===== config.mk =====
export PLATFORM = sky130hd
export DESIGN_NAME = mult_div_unit_flat
export DESIGN_NICKNAME = d
export VERILOG_FILES = /design/src/rtl/mult_div_if.sv /design/src/rtl/mult_div_unit.sv /design/src/flat_wrapper.sv
export SDC_FILE = /design/constraint.sdc
export NUM_CORES = 1
export LEC_CHECK = 0
export BUFFER_PORTS_ARGS = -buffer_cell sky130_fd_sc_hd__buf_2
export CELL_PAD_IN_SITES_DETAIL_PLACEMENT = 0
export CELL_PAD_IN_SITES_GLOBAL_PLACEMENT = 1
export CORE_AREA = 2 2 233 235
export CTS_CLUSTER_DIAMETER = 30
export DETAILED_ROUTE_END_ITERATION = 8
export DIE_AREA = 0 0 235 237
export GPL_ROUTABILITY_DRIVEN = 0
export GPL_TIMING_DRIVEN = 0
export PLACE_DENSITY_LB_ADDON = 0.1
export RECOVER_POWER = 100
export REMOVE_ABC_BUFFERS = 1
export SYNTH_ARGS = -nofsm -noshare
export SYNTH_HDL_FRONTEND = slang
export SYNTH_SLANG_ARGS = --single-unit

===== constraint.sdc =====
create_clock -name clk -period 5.2 [get_ports clk]
set_input_delay 0.52 -clock clk [delete_from_list [all_inputs] [get_ports clk]]
set_output_delay 0.52 -clock clk [all_outputs]
set_load 0.005 [all_outputs]

===== src/rtl/mult_div_if.sv =====
// ---------------------------------------------------------------------------
// mult_div_if
//   Request/response bundle between the execute stage and the iterative
//   multiply/divide engine.
//
//   Signals:
//     flush      cancel whatever operation is in flight
//     start      operation request, only looked at while the engine is idle
//     op         00 MULT, 01 MULTU, 10 DIV, 11 DIVU
//     operand_1  multiplicand / dividend
//     operand_2  multiplier / divisor
//     busy       engine is iterating
//     done       one-cycle completion pulse
//     result     {hi, lo}; product, or {remainder, quotient}
//
//   Modports:
//     master  execute stage side (drives the request)
//     slave   engine side (drives the response)
// ---------------------------------------------------------------------------
interface mult_div_if #(
    parameter int DATA_WIDTH = 32
);
    logic                      flush;
    logic                      start;
    logic [1:0]                op;
    logic [DATA_WIDTH-1:0]     operand_1;
    logic [DATA_WIDTH-1:0]     operand_2;
    logic                      busy;
    logic                      done;
    logic [2*DATA_WIDTH-1:0]   result;

    modport master (
        output flush, start, op, operand_1, operand_2,
        input  busy, done, result
    );

    modport slave (
        input  flush, start, op, operand_1, operand_2,
        output busy, done, result
    );
endinterface


===== src/rtl/mult_div_unit.sv =====
// ---------------------------------------------------------------------------
// mult_div_unit
//   Radix-2 iterative multiply/divide engine for the execute stage.
//   MULT/MULTU use shift-add, DIV/DIVU use restoring shift-subtract; both
//   run on magnitudes and fix the signs up on the last iteration.  With
//   MULT_FAST = 1 multiplies finish in a single cycle instead.
//
//   Ports:
//     clk   rising-edge clock
//     rst   asynchronous, active-high reset
//     bus   mult_div_if.slave (flush/start/op/operands in, busy/done/result out)
//
//   Parameters:
//     DATA_WIDTH  operand width W (result is 2W bits)
//     MULT_FAST   1 = single-cycle multiply, 0 = W-cycle iterative multiply
// ---------------------------------------------------------------------------
module mult_div_unit #(
    parameter int DATA_WIDTH = 32,
    parameter bit MULT_FAST  = 1'b0
) (
    input  logic       clk,
    input  logic       rst,
    mult_div_if.slave  bus
);

    localparam int W     = DATA_WIDTH;
    localparam int CNT_W = (W > 1) ? $clog2(W) : 1;
    localparam logic [CNT_W-1:0] LAST_ITER = CNT_W'(W - 1);
    localparam logic [W-1:0]     ONE_W     = W'(1);

    typedef enum logic [1:0] {
        IDLE,
        BUSY,
        DONE
    } state_t;

    state_t state;
    state_t next_state;

    logic [CNT_W-1:0] counter;
    logic             op_is_div;
    logic             sign_res;
    logic             sign_rem;
    logic [W-1:0]     acc_hi;
    logic [W-1:0]     acc_lo;
    logic [W-1:0]     operand_b;
    logic [2*W-1:0]   result_q;

    logic             busy_o;
    logic             done_o;

    logic             is_div_in;
    logic             is_signed_in;
    logic             neg_a;
    logic             neg_b;
    logic [W-1:0]     abs_a;
    logic [W-1:0]     abs_b;
    logic             div_by_zero_in;
    logic             fast_mul_in;
    logic [2*W-1:0]   fast_product;
    logic [2*W-1:0]   fast_result;

    logic [W:0]       mul_sum;
    logic [W:0]       div_shift;
    logic [W:0]       div_diff;
    logic             div_ge;
    logic [W-1:0]     iter_hi;
    logic [W-1:0]     iter_lo;
    logic [2*W-1:0]   mul_final;
    logic [2*W-1:0]   div_final;
    logic [2*W-1:0]   final_value;

    // Decode the incoming request while idle.  Only signed ops take
    // magnitudes; the most-negative value stays 2^(W-1) as an unsigned
    // magnitude, which is exactly what the datapath needs.
    always_comb begin
        is_div_in      = bus.op[1];
        is_signed_in   = ~bus.op[0];
        neg_a          = is_signed_in & bus.operand_1[W-1];
        neg_b          = is_signed_in & bus.operand_2[W-1];
        abs_a          = neg_a ? (~bus.operand_1 + ONE_W) : bus.operand_1;
        abs_b          = neg_b ? (~bus.operand_2 + ONE_W) : bus.operand_2;
        div_by_zero_in = (bus.operand_2 == '0);
        fast_mul_in    = MULT_FAST && !is_div_in;
        fast_product   = {{W{1'b0}}, abs_a} * {{W{1'b0}}, abs_b};
        fast_result    = (neg_a ^ neg_b) ? (~fast_product + (2*W)'(1)) : fast_product;
    end

    // One radix-2 step of whichever operation is latched.  For multiply,
    // acc_lo starts as the multiplier and drains out to the right while the
    // partial product grows into acc_hi.  For divide, acc_lo starts as the
    // dividend, shifts its top bit into the partial remainder in acc_hi and
    // fills with quotient bits from the bottom.  On the last step the
    // magnitudes are sign-corrected so the result register can be loaded
    // directly from this logic.
    always_comb begin
        mul_sum   = {1'b0, acc_hi} + (acc_lo[0] ? {1'b0, operand_b} : {(W+1){1'b0}});
        div_shift = {acc_hi, acc_lo[W-1]};
        div_diff  = div_shift - {1'b0, operand_b};
        div_ge    = (div_shift >= {1'b0, operand_b});

        if (op_is_div) begin
            iter_hi = div_ge ? div_diff[W-1:0] : div_shift[W-1:0];
            iter_lo = {acc_lo[W-2:0], div_ge};
        end else begin
            iter_hi = mul_sum[W:1];
            iter_lo = {mul_sum[0], acc_lo[W-1:1]};
        end

        mul_final = sign_res ? (~{iter_hi, iter_lo} + (2*W)'(1)) : {iter_hi, iter_lo};
        div_final = {(sign_rem ? (~iter_hi + ONE_W) : iter_hi),
                     (sign_res ? (~iter_lo + ONE_W) : iter_lo)};
        final_value = op_is_div ? div_final : mul_final;
    end

    // State register of the control FSM.
    always_ff @(posedge clk or posedge rst) begin
        if (rst) begin
            state <= IDLE;
        end else begin
            state <= next_state;
        end
    end

    // Next-state and status outputs.  Fast multiplies and divides by zero
    // skip BUSY since their result is ready at the sampling edge.  A flush
    // overrides everything, including a start in the same cycle, and also
    // suppresses a done pulse that would otherwise be shown.
    always_comb begin
        next_state = state;
        busy_o     = 1'b0;
        done_o     = 1'b0;

        case (state)
            IDLE: begin
                if (bus.start) begin
                    if (fast_mul_in || (is_div_in && div_by_zero_in)) begin
                        next_state = DONE;
                    end else begin
                        next_state = BUSY;
                    end
                end
            end
            BUSY: begin
                busy_o = 1'b1;
                if (counter == LAST_ITER) begin
                    next_state = DONE;
                end
            end
            DONE: begin
                done_o     = 1'b1;
                next_state = IDLE;
            end
            default: begin
                next_state = IDLE;
            end
        endcase

        if (bus.flush) begin
            next_state = IDLE;
            done_o     = 1'b0;
        end
    end

    // Datapath registers.  Operands are captured once at start so later
    // changes on the bus have no effect.  result is only written when an
    // operation completes, so it holds across IDLE, new starts and flushes.
    always_ff @(posedge clk or posedge rst) begin
        if (rst) begin
            counter   <= '0;
            op_is_div <= 1'b0;
            sign_res  <= 1'b0;
            sign_rem  <= 1'b0;
            acc_hi    <= '0;
            acc_lo    <= '0;
            operand_b <= '0;
            result_q  <= '0;
        end else if (bus.flush) begin
            counter <= '0;
        end else begin
            case (state)
                IDLE: begin
                    if (bus.start) begin
                        op_is_div <= is_div_in;
                        sign_res  <= neg_a ^ neg_b;
                        sign_rem  <= neg_a;
                        acc_hi    <= '0;
                        acc_lo    <= is_div_in ? abs_a : abs_b;
                        operand_b <= is_div_in ? abs_b : abs_a;
                        counter   <= '0;
                        if (fast_mul_in) begin
                            result_q <= fast_result;
                        end else if (is_div_in && div_by_zero_in) begin
                            result_q <= {bus.operand_1, {W{1'b1}}};
                        end
                    end
                end
                BUSY: begin
                    acc_hi <= iter_hi;
                    acc_lo <= iter_lo;
                    if (counter == LAST_ITER) begin
                        result_q <= final_value;
                        counter  <= '0;
                    end else begin
                        counter <= counter + CNT_W'(1);
                    end
                end
                default: begin
                end
            endcase
        end
    end

    assign bus.busy   = busy_o;
    assign bus.done   = done_o;
    assign bus.result = result_q;

endmodule


===== src/flat_wrapper.sv =====
// flat-port wrapper written by rule: the top's interface ports become plain ports
module mult_div_unit_flat 
#(
    parameter int DATA_WIDTH = 32,
    parameter bit MULT_FAST  = 1'b0
)
  (clk, rst, bus_flush, bus_start, bus_op, bus_operand_1, bus_operand_2, bus_busy, bus_done, bus_result);
  mult_div_if #(.DATA_WIDTH(DATA_WIDTH)) bus_i ();
  input  logic clk;
  input  logic rst;
  input wire logic [$bits(bus_i.flush)-1:0] bus_flush;
  input wire logic [$bits(bus_i.start)-1:0] bus_start;
  input wire logic [$bits(bus_i.op)-1:0] bus_op;
  input wire logic [$bits(bus_i.operand_1)-1:0] bus_operand_1;
  input wire logic [$bits(bus_i.operand_2)-1:0] bus_operand_2;
  output wire logic [$bits(bus_i.busy)-1:0] bus_busy;
  output wire logic [$bits(bus_i.done)-1:0] bus_done;
  output wire logic [$bits(bus_i.result)-1:0] bus_result;
  assign bus_i.flush = bus_flush;
  assign bus_i.start = bus_start;
  assign bus_i.op = bus_op;
  assign bus_i.operand_1 = bus_operand_1;
  assign bus_i.operand_2 = bus_operand_2;
  assign bus_busy = bus_i.busy;
  assign bus_done = bus_i.done;
  assign bus_result = bus_i.result;
  mult_div_unit #(.DATA_WIDTH(DATA_WIDTH), .MULT_FAST(MULT_FAST)) u_core (.clk(clk), .rst(rst), .bus(bus_i));
endmodule

==> metrics <==
Worst Setup SP=u_core.operand_b[8]$_DFFE_PP0P_; met3 usage=2.46%; Mapped Cells=2,085; largest cells by area after synthesis=dfrtp_1 27%, o21ai_0 6.5%, a21oi_1 6.4%; Buf/Inv on CP=3; Core ar.=53,300 sq um; met2 usage=39.0%; DRT iter0 DRCs=1,136; cell area power density=725 nW/um^2; syn_area_per_cell=7.57 sq um; routed wire length=65.3 mm; CP endpoint kind=flip-flop; reg2reg path depth=21; critical path peak fanout=7; met1 global-route usage=31.4%; row count=85; DIE WIDTH=235 um; clock latency on the worst-skew pair=0.47 ns; fin crit share=97.0%; worst-case clock buffer depth=2; Mapped Area=15,800 sq um; Fin Clk Skew=0.0124 ns; first-pass GRT wire length=98.3 mm; CP max stage delay=0.56 ns; Worst path top cell family by delay=compound AO/OA/AOI/OAI gates; vias in the first global route=15,400; outcome=complete, but fails checks; VDD IR-drop max=0.313 mV; post-synthesis sequential area ratio=27.0%; Synth-to-Final Area Change=15.3%; critical path depth in cells=21; Warnings, synthesis=0; initial antenna violation count=5; Final Hold Viols=0; arrival time worst endpoint=5.38 ns; Tmin final=5.05 ns; CTS Sinks=170; Placed Area=17,000 sq um; reg2reg setup slack=0.15 ns; worst endpoint required time=5.53 ns; CTS tree=yes; drt wl/cell=22.9 um; Final TNS setup=0 ns; critical path cell sequence=inv_2, ha_4, a21o_1, a32o_2, a311o_2, o311a_4, nor2_8, a21boi_4, inv_2, ha_2, nand2_1, or4_4, nor2_4, nand3b_1, o41a_1, buf_4, xnor2_1, mux2i_1, nor2_1, a21oi_1, o21ai_0; reg2reg start=u_core.operand_b[8]$_DFFE_PP0P_; Total GRT Usage=23.1%; Max Clock Freq=198 MHz; hold_buf cts=0; max-cap viol count=3; post-route cell area=18,200 sq um; hold_ws=0.321 ns; failing checks=capacitance limit, slew limit; flops & latches, synth=170; CTS buffer count=17; Detail Placement HPWL=48.6 mm; Synth cell types=97; reg2reg end=u_core.bus.result[32]$_DFFE_PP0P_; Reg clk slew, reported paths=0.07 ns; die area=55,700 sq um; die height=237 um; worst hold-check path type=in2reg; Synth top area share=27.0%; Ports=136; H-Tree Depth=4; WS Path Type=reg2reg; final setup violating endpoints=0; Slew Limit Fails=229; max_slew headroom=-138%; Final nets=2,289; Starting Density=29.6%; PortBufs=135; 1st-pass router iterations=5; share of cells above drive strength 1=11.9%; grt ovf=0; Filler cells=5,716; via count=15,900; Startpoint Class=flip-flop; Clock Tree Root=clkbuf_16; Most Frequent Cell on Critical Path=inv_2; number of enable flip-flop cells after synthesis=0; Vias/cell=5.56; largest net degree at the start of global routing=107; asr flop ratio synth=100%; top cell type by total area after synthesis=dfrtp_1; antenna-violating nets left=0; # DRC=0; Worst setup endpoint=u_core.bus.result[32]$_DFFE_PP0P_; GR peak layer=met2; Top FF cell, synth=dfrtp_1; Leakage=7.61 nW; Critical Path Slowest Stage Cell=or4_4; Slew @ Worst Pin=3.57 ns
cells in the mapped netlist (all sizes together) (6+ instances only):
cell	n
a31oi	40
a21o	29
nand2	237
ha	70
xnor2	77
o22a	16
or3	22
buf	28
clkbuf	100
xor2	74
a22o	13
or4	8
nor3	60
nand4	23
dfrtp	170
and2	37
o31ai	24
nor4	16
o31a	7
inv	73
a21oi	201
nor2	209
a211oi	25
a311oi	9
o211ai	24
nand2b	16
mux2i	47
o21a	16
mux2	7
and4	6
nand3	35
nor2b	13
o21ai	218
and3	27
o21bai	8
repair_timing:
item / CTS / global route
cloned: 1 / 0
setup buffers: 12 / 14
endpoints found under the hold margin: 0 / 0
setup endpoints to repair: 61 / 22
pin swaps: 10 / 18
gates resized for setup: 42 / 36
registers in the layout (all words and copies together), names as in the netlist:
name and flops:
u_core.sign_res 1, u_core.counter 5, u_core.op_is_div 1, u_core.operand_b 32, u_core.acc_lo 32, u_core.state 2
u_core.acc_hi 32, u_core.sign_rem 1, u_core.bus.result 64
area by class of cell:
cell class                 instances  area [sq um]  share of cell area [%]
sequential                       170          4270                    23.5
timing repair buffer             170          1050                    5.78
antenna                            1          2.50                  0.0138
multi-input combinational       1714         11100                    60.8
clock buffer                      19           443                    2.44
clock inverter                    13           191                    1.05
inverter                          74           305                    1.68
tap                              696           871                    4.79
cell usage in the layout, fill, tap and decap left out, types with 38 or more instances in the layout:
cell type	netlist	routed
a21oi_1	201	198
xnor2_1	77	76
nor3_1	60	58
nor2_1	208	206
inv_1	72	67
o21ai_0	204	202
nand2_1	236	234
ha_1	70	58
mux2i_1	47	47
dfrtp_1	170	162
xor2_1	74	73
a31oi_1	39	38
buf_2	11	95
clkbuf_1	100	41
logic make-up after synthesis:
| kind of cell | count (synthesis) | share of synthesized area [%] |
|---|---|---|
| muxes | 54 | 3.48 |
| DFF | 170 | 27.0 |
| buffers and inverters | 202 | 5.11 |
| adders and majority gates | 72 | 5.80 |
| xor gates and xnor gates | 151 | 8.38 |
| and+or+nand+nor | 734 | 22.2 |
| AOI/OAI and AO/OA | 702 | 28.1 |
worst min path at each step:
stage                                         to  depth (start not counted)                               from  slack, ns
2_1_floorplan   u_core.operand_b[16]$_DFFE_PP0P_                          2   u_core.operand_b[16]$_DFFE_PP0P_       0.46
3_3_place_gp   u_core.bus.result[33]$_DFFE_PP0P_                          2  u_core.bus.result[33]$_DFFE_PP0P_       0.47
3_5_place_dp   u_core.bus.result[60]$_DFFE_PP0P_                          2  u_core.bus.result[60]$_DFFE_PP0P_       0.47
4_1_cts         u_core.bus.result[6]$_DFFE_PP0P_                          2                                rst       0.18
5_1_grt              u_core.sign_res$_DFFE_PP0P_                          2                          bus_op[0]       0.34
6_report             u_core.sign_res$_DFFE_PP0P_                          2                          bus_op[0]       0.32
stage by stage:
stage / setup slack [ns] / std cells / power [mW] / util [%]
global placement: -6.99 / 2788 / 11.0 / 31.5
finish: 0.154 / 2857 / 13.2 / 34.1
CTS: 0.00748 / 2842 / 12.9 / 33.8
global route: -0.00116 / 2856 / 14.2 / 34.1
floorplan: -2.12 / 1957 / 8.11 / -
detailed placement: -2.03 / 2797 / 11.1 / 32.0
metal layers:
metal | vias to the layer above | wire, um | share of wire [%]
met4 | 10 | 1270 | 1.9
met3 | 75 | 2280 | 3.5
met5 | - | 67 | 0.10
li1 | 7684 | - | -
met2 | 344 | 31200 | 48
met1 | 7779 | 30500 | 47
where the power goes:
group	switching (mW)	internal (mW)
sequential	0.724	1.89
clock	0.630	0.822
combinational	5.79	3.34
total	7.14	6.05
Note: power is estimated with default switching activity, not from simulation.
